<file path="src/rtl/hamming_encoder_stream.sv">
// hamming_encoder_stream
//   Parametrised Hamming SEC / SECDED encoder with a valid/ready stream interface and a
//   2-entry output FIFO so that it can run at full throughput under backpressure.
//   Codeword bit [p-1] holds Hamming position p. Parity bits sit at the power-of-two positions,
//   and data bits d1..dN fill the remaining positions in ascending order. When SECDED=1, the top
//   bit makes the whole codeword even weight.
// Ports
//   clk         rising-edge clock
//   rst         asynchronous active-high reset
//   ena         block enable; low freezes all state and deasserts both handshakes
//   flush       synchronous clear of the output FIFO (word_count untouched)
//   in_valid    data_in valid
//   in_ready    encoder can accept this cycle (from state only, never from out_ready)
//   data_in     data word, data_in[0] = d1
//   out_valid   code_out valid
//   out_ready   downstream accepts code_out
//   code_out    head-of-FIFO codeword
//   word_count  codewords popped since reset, wraps
module hamming_encoder_stream #(
    parameter int unsigned DATA_W = 4,
    parameter int unsigned SECDED = 0,
    parameter int unsigned CNT_W  = 16,
    // Smallest r with 2**r >= DATA_W + r + 1, valid over DATA_W = 2..26.
    localparam int unsigned R      = (DATA_W <= 4) ? 3 : (DATA_W <= 11) ? 4 :
                                     (DATA_W <= 26) ? 5 : 6,
    localparam int unsigned CODE_W = DATA_W + R + SECDED
) (
    input  logic              clk,
    input  logic              rst,
    input  logic              ena,
    input  logic              flush,
    input  logic              in_valid,
    output logic              in_ready,
    input  logic [DATA_W-1:0] data_in,
    output logic              out_valid,
    input  logic              out_ready,
    output logic [CODE_W-1:0] code_out,
    output logic [CNT_W-1:0]  word_count
);

    localparam int unsigned N = DATA_W + R;

    // Plain SEC codeword over positions 1..N. Built with shifts and masks so that no bit-select
    // uses a run-time index.
    function automatic logic [N-1:0] sec_encode(input logic [DATA_W-1:0] d);
        logic [N-1:0]      c;
        logic [N-1:0]      mask;
        logic [DATA_W-1:0] dd;
        c  = '0;
        dd = d;
        for (int unsigned p = 1; p <= N; p++) begin
            // Non-powers of two carry data, consumed LSB first.
            if ((p & (p - 1)) != 0) begin
                if (dd[0]) begin
                    c = c | (N'(1) << (p - 1));
                end
                dd = dd >> 1;
            end
        end
        for (int unsigned k = 0; k < R; k++) begin
            mask = '0;
            for (int unsigned p = 1; p <= N; p++) begin
                if (((p >> k) & 32'd1) != 0) begin
                    mask = mask | (N'(1) << (p - 1));
                end
            end
            // A parity position 2**j lies only in mask j, so earlier parity bits never leak in.
            if (^(c & mask)) begin
                c = c | (N'(1) << ((32'd1 << k) - 1));
            end
        end
        return c;
    endfunction

    logic [N-1:0]      sec_word;
    logic [CODE_W-1:0] enc_word;

    assign sec_word = sec_encode(data_in);

    if (SECDED != 0) begin : g_secded
        assign enc_word = {^sec_word, sec_word};
    end else begin : g_sec
        assign enc_word = sec_word;
    end

    // Output FIFO state
    logic [CODE_W-1:0] mem_q [2];
    logic [CODE_W-1:0] mem_d [2];
    logic              rd_ptr_q, rd_ptr_d;
    logic              wr_ptr_q, wr_ptr_d;
    logic [1:0]        count_q, count_d;
    logic [CNT_W-1:0]  word_count_q, word_count_d;
    logic              push, pop;

    always_comb begin
        // rst is included so that in_ready is low for the whole time reset is asserted.
        in_ready  = ena & ~flush & ~rst & (count_q != 2'd2);
        out_valid = ena & (count_q != 2'd0);
        push      = in_valid & in_ready;
        pop       = out_valid & out_ready & ~flush;

        mem_d        = mem_q;
        rd_ptr_d     = rd_ptr_q;
        wr_ptr_d     = wr_ptr_q;
        count_d      = count_q;
        word_count_d = word_count_q;

        if (ena && flush) begin
            count_d  = 2'd0;
            rd_ptr_d = 1'b0;
            wr_ptr_d = 1'b0;
        end else begin
            if (push) begin
                mem_d[wr_ptr_q] = enc_word;
                wr_ptr_d        = ~wr_ptr_q;
            end
            if (pop) begin
                rd_ptr_d     = ~rd_ptr_q;
                word_count_d = word_count_q + CNT_W'(1);
            end
            case ({push, pop})
                2'b10:   count_d = count_q + 2'd1;
                2'b01:   count_d = count_q - 2'd1;
                default: count_d = count_q;
            endcase
        end
    end

    always_ff @(posedge clk or posedge rst) begin
        if (rst) begin
            mem_q[0]     <= '0;
            mem_q[1]     <= '0;
            rd_ptr_q     <= 1'b0;
            wr_ptr_q     <= 1'b0;
            count_q      <= 2'd0;
            word_count_q <= '0;
        end else begin
            mem_q[0]     <= mem_d[0];
            mem_q[1]     <= mem_d[1];
            rd_ptr_q     <= rd_ptr_d;
            wr_ptr_q     <= wr_ptr_d;
            count_q      <= count_d;
            word_count_q <= word_count_d;
        end
    end

    assign code_out   = mem_q[rd_ptr_q];
    assign word_count = word_count_q;

endmodule

</file>
<file path="config.mk">
export PLATFORM = sky130hd
export DESIGN_NAME = hamming_encoder_stream
export DESIGN_NICKNAME = d
export VERILOG_FILES = /design/src/rtl/hamming_encoder_stream.sv
export SDC_FILE = /design/constraint.sdc
export NUM_CORES = 1
export LEC_CHECK = 0
export CAP_MARGIN = 20
export CELL_PAD_IN_SITES_DETAIL_PLACEMENT = 1
export CELL_PAD_IN_SITES_GLOBAL_PLACEMENT = 1
export CORE_MARGIN = 5
export CORE_UTILIZATION = 41
export CTS_BUF_LIST = sky130_fd_sc_hd__clkbuf_4 sky130_fd_sc_hd__clkbuf_8
export DETAILED_ROUTE_END_ITERATION = 12
export PLACE_DENSITY_LB_ADDON = 0.3
export SYNTH_ARGS = -nofsm -noshare
export SYNTH_HDL_FRONTEND = slang
export SYNTH_SLANG_ARGS = --single-unit
</file>
<file path="constraint.sdc">
create_clock -name clk -period 2.3 [get_ports clk]
set_clock_uncertainty 0.15 [all_clocks]
set_input_delay 0.46 -clock clk [delete_from_list [all_inputs] [get_ports clk]]
set_output_delay 0.46 -clock clk [all_outputs]
set_load 0.01 [all_outputs]
</file>
# ---- Word level (Yosys, flattened, before mapping)
# Cells that the tools add are included.
dict set report totals {
  ff_bits 34
  input_bits 10
  elab_cells 59
}
dict set report op_classes {
  n_addsub 3
  n_lt_le_gt_ge 3
  n_eq_ne 3
  mux 19
  bitwise_logic 14
  n_reduce_logical 11
}
# op n
set op_table {}
lappend op_table {{7-bit two-way mux} 5}
lappend op_table {{7-bit XOR reduction} 3}
lappend op_table {{16-bit by 1-bit adder with 16-bit output, second input constant} 1}
lappend op_table {{14-bit bitwise mux} 1}
lappend op_table {{1-bit AND} 7}
lappend op_table {{7-bit demux with 1-bit select} 1}
lappend op_table {{6-bit two-way mux} 1}
lappend op_table {{2-bit nonzero test} 3}
lappend op_table {{1-bit two-way mux} 5}
lappend op_table {{5-bit two-way mux} 1}
lappend op_table {{1-bit inverter} 5}
lappend op_table {{2-bit >= comparator, second input constant} 2}
lappend op_table {{2-bit two-way mux} 2}
lappend op_table {{4-bit two-way mux} 1}
lappend op_table {{1-bit inverter with 2-bit output} 2}
lappend op_table {{2-bit one-hot mux with 2 select lines} 1}
lappend op_table {{2-bit AND reduction} 2}
lappend op_table {{3-bit two-way mux} 1}
lappend op_table {{3-bit nonzero test} 1}
lappend op_table {{2-bit by 1-bit adder with 2-bit output, second input constant} 1}
lappend op_table {{2-bit by 1-bit == test with 1-bit output, second input constant} 1}
lappend op_table {{2-bit == test, second input constant} 1}
lappend op_table {{1-bit logical AND} 2}
lappend op_table {{2-bit by 1-bit less-than comparator with 1-bit output, second input constant} 1}
lappend op_table {{other kinds (2)} 2}

# ---- Logic depth before layout (Yosys ltp)
dict set report logic_depth {
  ltp_word 9
  ltp_mapped 8
  ltp_nobuf 7
}

# ---- Least setup slack after synthesis
# Ideal clock, no wire load.
dict set report synth_timing {
  kind {input to register}
  start {in flush}
  end {reg count_q[1]}
  setup_ns 0.122
  t_arrival_ns 1.864
  required_ns 2.028
  setup_slack_ns 0.164
  cell_stages 7
  n_path_buf 1
  cell_sequence {nand2b_1 > or4b_1 > buf_6 > ha_1 > nor2_1 > xnor2_1 > a21oi_1}
}
dict set report synth_between {
  elab_chain_len 8
  word_cells_on_any_way 12
  cone_classes {eq/ne: 2; mux: 2; bitwise: 6; reduce/logical: 2}
}
# element line_no
set synth_lines {}
lappend synth_lines {{start: declaration} 31} ;# input logic flush,
lappend synth_lines {{1-bit inverter} {97, 100}}
lappend synth_lines {{1-bit AND (3 in a row)} 97} ;# in_ready = ena & ~flush & ~rst & (count_q != 2'd2);
lappend synth_lines {{1-bit AND} 99} ;# push = in_valid & in_ready;
lappend synth_lines {{2-bit by 1-bit == test with 1-bit output / 2-bit == test (equally long branches)} 121} ;# case ({push, pop})
lappend synth_lines {{2-bit one-hot mux with 2 select lines} 121}
lappend synth_lines {{2-bit two-way mux} 108} ;# if (ena && flush) begin
lappend synth_lines {{end signal: assignment} 142} ;# count_q <= count_d;
lappend synth_lines {{end: declaration} 91} ;# logic [1:0] count_q, count_d;
# Parallel ways exist; a longest one is shown, timed or not.
# A chain may end at the register's enable or synchronous reset.

# ---- Worst setup path in the final report
dict set report layout_timing {
  start {reg rd_ptr_q}
  end {out code_out[6]}
}
dict set report layout_between {
  elab_chain_len 4
}
# element line_no
set layout_lines {}
lappend layout_lines {{start: declaration} 89} ;# logic rd_ptr_q, rd_ptr_d;
lappend layout_lines {{start signal: assignment} 140} ;# rd_ptr_q <= rd_ptr_d;
lappend layout_lines {{1-bit inverter with 2-bit output (not written as such)} 147} ;# assign code_out = mem_q[rd_ptr_q];
lappend layout_lines {{7-bit two-way mux (not written as such) (3 in a row)} 147}
lappend layout_lines {{end: declaration} 37} ;# output logic [CODE_W-1:0] code_out,
# No other way between the ends. The select of a mux whose other input is x is not followed.

==> impl_metrics.py <==
metrics = {
    "synthesis": {
        "seq_area_frac_synth_pct": 52.31,
        "synthCells": 128,
        "synth_top_area_share_pct": 52.31,
        "ys_ff_latch": 34,
        "synth.distinct_cells": 27,
        "yosys-top-cells-area": "dfrtp_1 (52%), mux2_2 (10%), xnor2_1 (7.0%)",
        "syn_nets": 140,
        "syn_area_per_cell_um2": 12.71,
        "yosysWarnings": 0,
        "syn_area_mm2": 0.001627,
        "yosys.area.top_type": "dfrtp_1",
    },
    "critical_path": {
        "r2r_cells": 5,
        "worst_path_largest_cell_delay_ns": 0.49,
        "cp-end-kind": "output pin",
        "crit_family": "flip-flops",
        "arrival_ns": 1.62,
        "crit_type": "reg -> out",
        "crit_path_top_delay_cell": "dfrtp_2",
        "start_kind": "register",
        "cp_max_fo": 9,
        "crit_chain": "mux2_2 > clkdlybuf4s50_1",
        "cp.required_ns": 1.69,
        "reg2reg_from": "count_q[1]$_DFFE_PP0P_",
        "startpoint": "rd_ptr_q$_DFFE_PP0P_",
        "timing.rr.end": "mem_q[10]$_DFFE_PP0P_",
        "cp_num_buf_inv": 1,
        "regToRegSetupSlack_ns": 0.24,
    },
    "timing": {
        "worst_slew_pin_slew_ns": 0.5073,
        "timing.fmax_mhz": 447.9,
        "post-route-period-util_pct": 97.08,
        "relSlewSlack_pct": 65.95,
        "setup_viol": 0,
        "fin_tns_setup_ns": 0,
        "report.final.hold_viol_count": 0,
        "fin_crit_ns": 2.233,
        "drv_slew": 0,
    },
    "global_routing": {
        "grt_overflow": 0,
        "grt_max_degree": 35,
        "grt.total_usage_pct": 15.76,
        "grt_antenna_before_repair": 0,
        "grt_pass1_wl_um": 6444,
        "grt_pass1_vias": 1322,
    },
    "drt": {
        "wl_met2_um": 1963,
        "drtIter0Drc": 35,
        "vias_per_cell": 5.167,
        "met1_length_um": 1599,
        "vias": 1173,
        "highest_layer": "met4",
        "wl_met3_um": 149,
        "dr.pass1.iters": 3,
        "wire_per_inst_um": 16.64,
        "drc": 0,
        "ant_nets": 0,
        "routed_wl_um": 3777,
    },
    "cells_and_area": {
        "seq_area_um2": 852.1,
        "multi_input_area_um2": 765.7,
        "drive_above_1_share_pct": 26.26,
        "post-route-util_pct": 59.19,
        "diodes": 0,
        "area_growth_pct": 36.23,
        "nets": 191,
        "fillCellCount": 417,
        "layout_common_cells": "dfrtp_1 (33), clkdlybuf4s50_1 (31), mux2_2 (15), xnor2_1 (12), buf_4 (12)",
        "layout_commonest_cell": "dfrtp_1",
    },
    "clock_tree": {
        "htreeDepth": 2,
        "clk_latency_ns": 0.28,
        "cts_num_sinks": 34,
        "cts-root-buf": "clkbuf_8",
        "cts_buffers": 5,
        "clockBufferDepth": 2,
        "cts_hold_buffers": 0,
        "cts_tree": "yes",
        "clk_pin_slew_worst_paths_ns": 0.06,
    },
    "pwr": {
        "swShare_pct": 27.81,
        "p_leak_nw": 1.016,
        "powerDensity_mw_per_mm2": 794.5,
        "internal-power_mw": 1.271,
        "power_frac_clock_pct": 24.4,
        "switchingPower_mw": 0.4897,
        "seqPwrFrac_pct": 46.3,
        "share_comb_of_total_power_pct": 29.4,
        "irDropWorstVdd_mv": 0.3901,
    },
    "floorplan": {
        "die-area_mm2": 0.005327,
        "fp.coreArea_mm2": 0.003744,
        "start_util_pct": 43.45,
        "die_h_um": 72.99,
        "ios": 35,
        "die_x_um": 72.99,
        "rows": 22,
    },
    "hold_path": {
        "hp-class": "reg -> reg",
        "hold_end": "word_count[15]$_DFFE_PP0P_",
        "min_from": "word_count[15]$_DFFE_PP0P_",
        "whs_path_depth": 1,
    },
    "place": {
        "io_buffers": 34,
        "dp_hpwl_um": 2875,
        "gp_congestion": 0.8210,
    },
    "outcome": {
        "status": "completed",
    },
    "flow_run": {
        "drv.max_cap_violation_count": 0,
    },
}
## per-layer routing
| layer | track usage, % | vias to the layer above |
|---|---|---|
| li1 | - | 549 |
| met1 | 19.62 | 596 |
| met5 | 0 | - |
| met2 | 25.62 | 21 |
| met3 | 4.545 | 7 |
| met4 | 6.148 | 0 |
## what timing repair did
action,CTS,global route
endpoints found under the setup margin,9,3
setup buffers,0,1
resized for setup,3,4
pin swaps,0,1
## how the worst max path moves through the flow
stage / cells after the start / slack [ns] / end
after detailed placement: 8 / -0.26 / count_q[1]$_DFFE_PP0P_
after floorplan: 7 / 0.16 / count_q[1]$_DFFE_PP0P_
after CTS: 2 / 0.03 / code_out[3]
after global routing: 8 / -0.04 / count_q[1]$_DFFE_PP0P_
final: 2 / 0.07 / code_out[6]
after global placement: 6 / -0.18 / mem_q[8]$_DFFE_PP0P_
## sequential cells by signal (all words and copies together), names as in the netlist
signal	flops
word_count	16
rd_ptr_q	1
wr_ptr_q	1
mem_q	14
count_q	2
## synthesized netlist by cell type, drive strengths merged
cell and instances:
dfrtp 34, mux2 22, xnor2 13, xor2 10
nand2 7, nand4 6, nor3 5, and3 4
nand3 4, nor2 4, nor4 3, a21oi 2
buf 2, ha 2, o21ai 2, clkbuf 1
inv 1, mux2i 1, nand2b 1, nand3b 1
nor2b 1, o21a 1, or4b 1
## layout make-up
class | count | share of cell area [%]
sequential | 34 | 38.45
multi-input combinational | 90 | 34.56
timing repair buffer | 47 | 20.33
clock buffer | 7 | 3.783
tap | 48 | 2.710
inverter | 1 | 0.1694
## kinds of logic (layout without fill, tap and decap cells)
| family | Yosys count | after routing | synth area share (%) |
|---|---|---|---|
| AND/OR/NAND/NOR | 37 | 37 | 13.15 |
| flip-flops | 34 | 34 | 52.31 |
| XOR/XNOR | 23 | 23 | 12.38 |
| multiplexers | 23 | 23 | 17.46 |
| AO/OA/AOI/OAI | 5 | 5 | 1.692 |
| buffers and inverters | 4 | 55 | 1.461 |
| adder cells (fa/ha/maj) | 2 | 2 | 1.538 |
## stage by stage
stage / power [mW] / instances / instance area [µm²] / hold WS [ns] / setup slack, ns
5_1_grt: 1.855 / 227 / 2216 / 0.3432 / -0.04012
6_report: 1.760 / 227 / 2216 / 0.3332 / 0.06727
3_5_place_dp: 1.345 / 219 / 2110 / 0.3322 / -0.2598
4_1_cts: 1.781 / 226 / 2192 / 0.3407 / 0.02709
3_3_place_gp: 1.312 / 219 / 2110 / 0.3124 / -0.1791
2_1_floorplan: 1.082 / 128 / 1627 / 0.3249 / 0.1640
## power by group through the flow
stage | combinational (mW) | sequential (mW) | clock [mW]
after detailed placement | 0.522 | 0.823 | 0
after global placement | 0.501 | 0.811 | 0
after global routing | 0.562 | 0.832 | 0.461
after CTS | 0.522 | 0.816 | 0.443
final | 0.517 | 0.814 | 0.429
after floorplan | 0.290 | 0.791 | 0
Power figures use the tool's default switching activity.
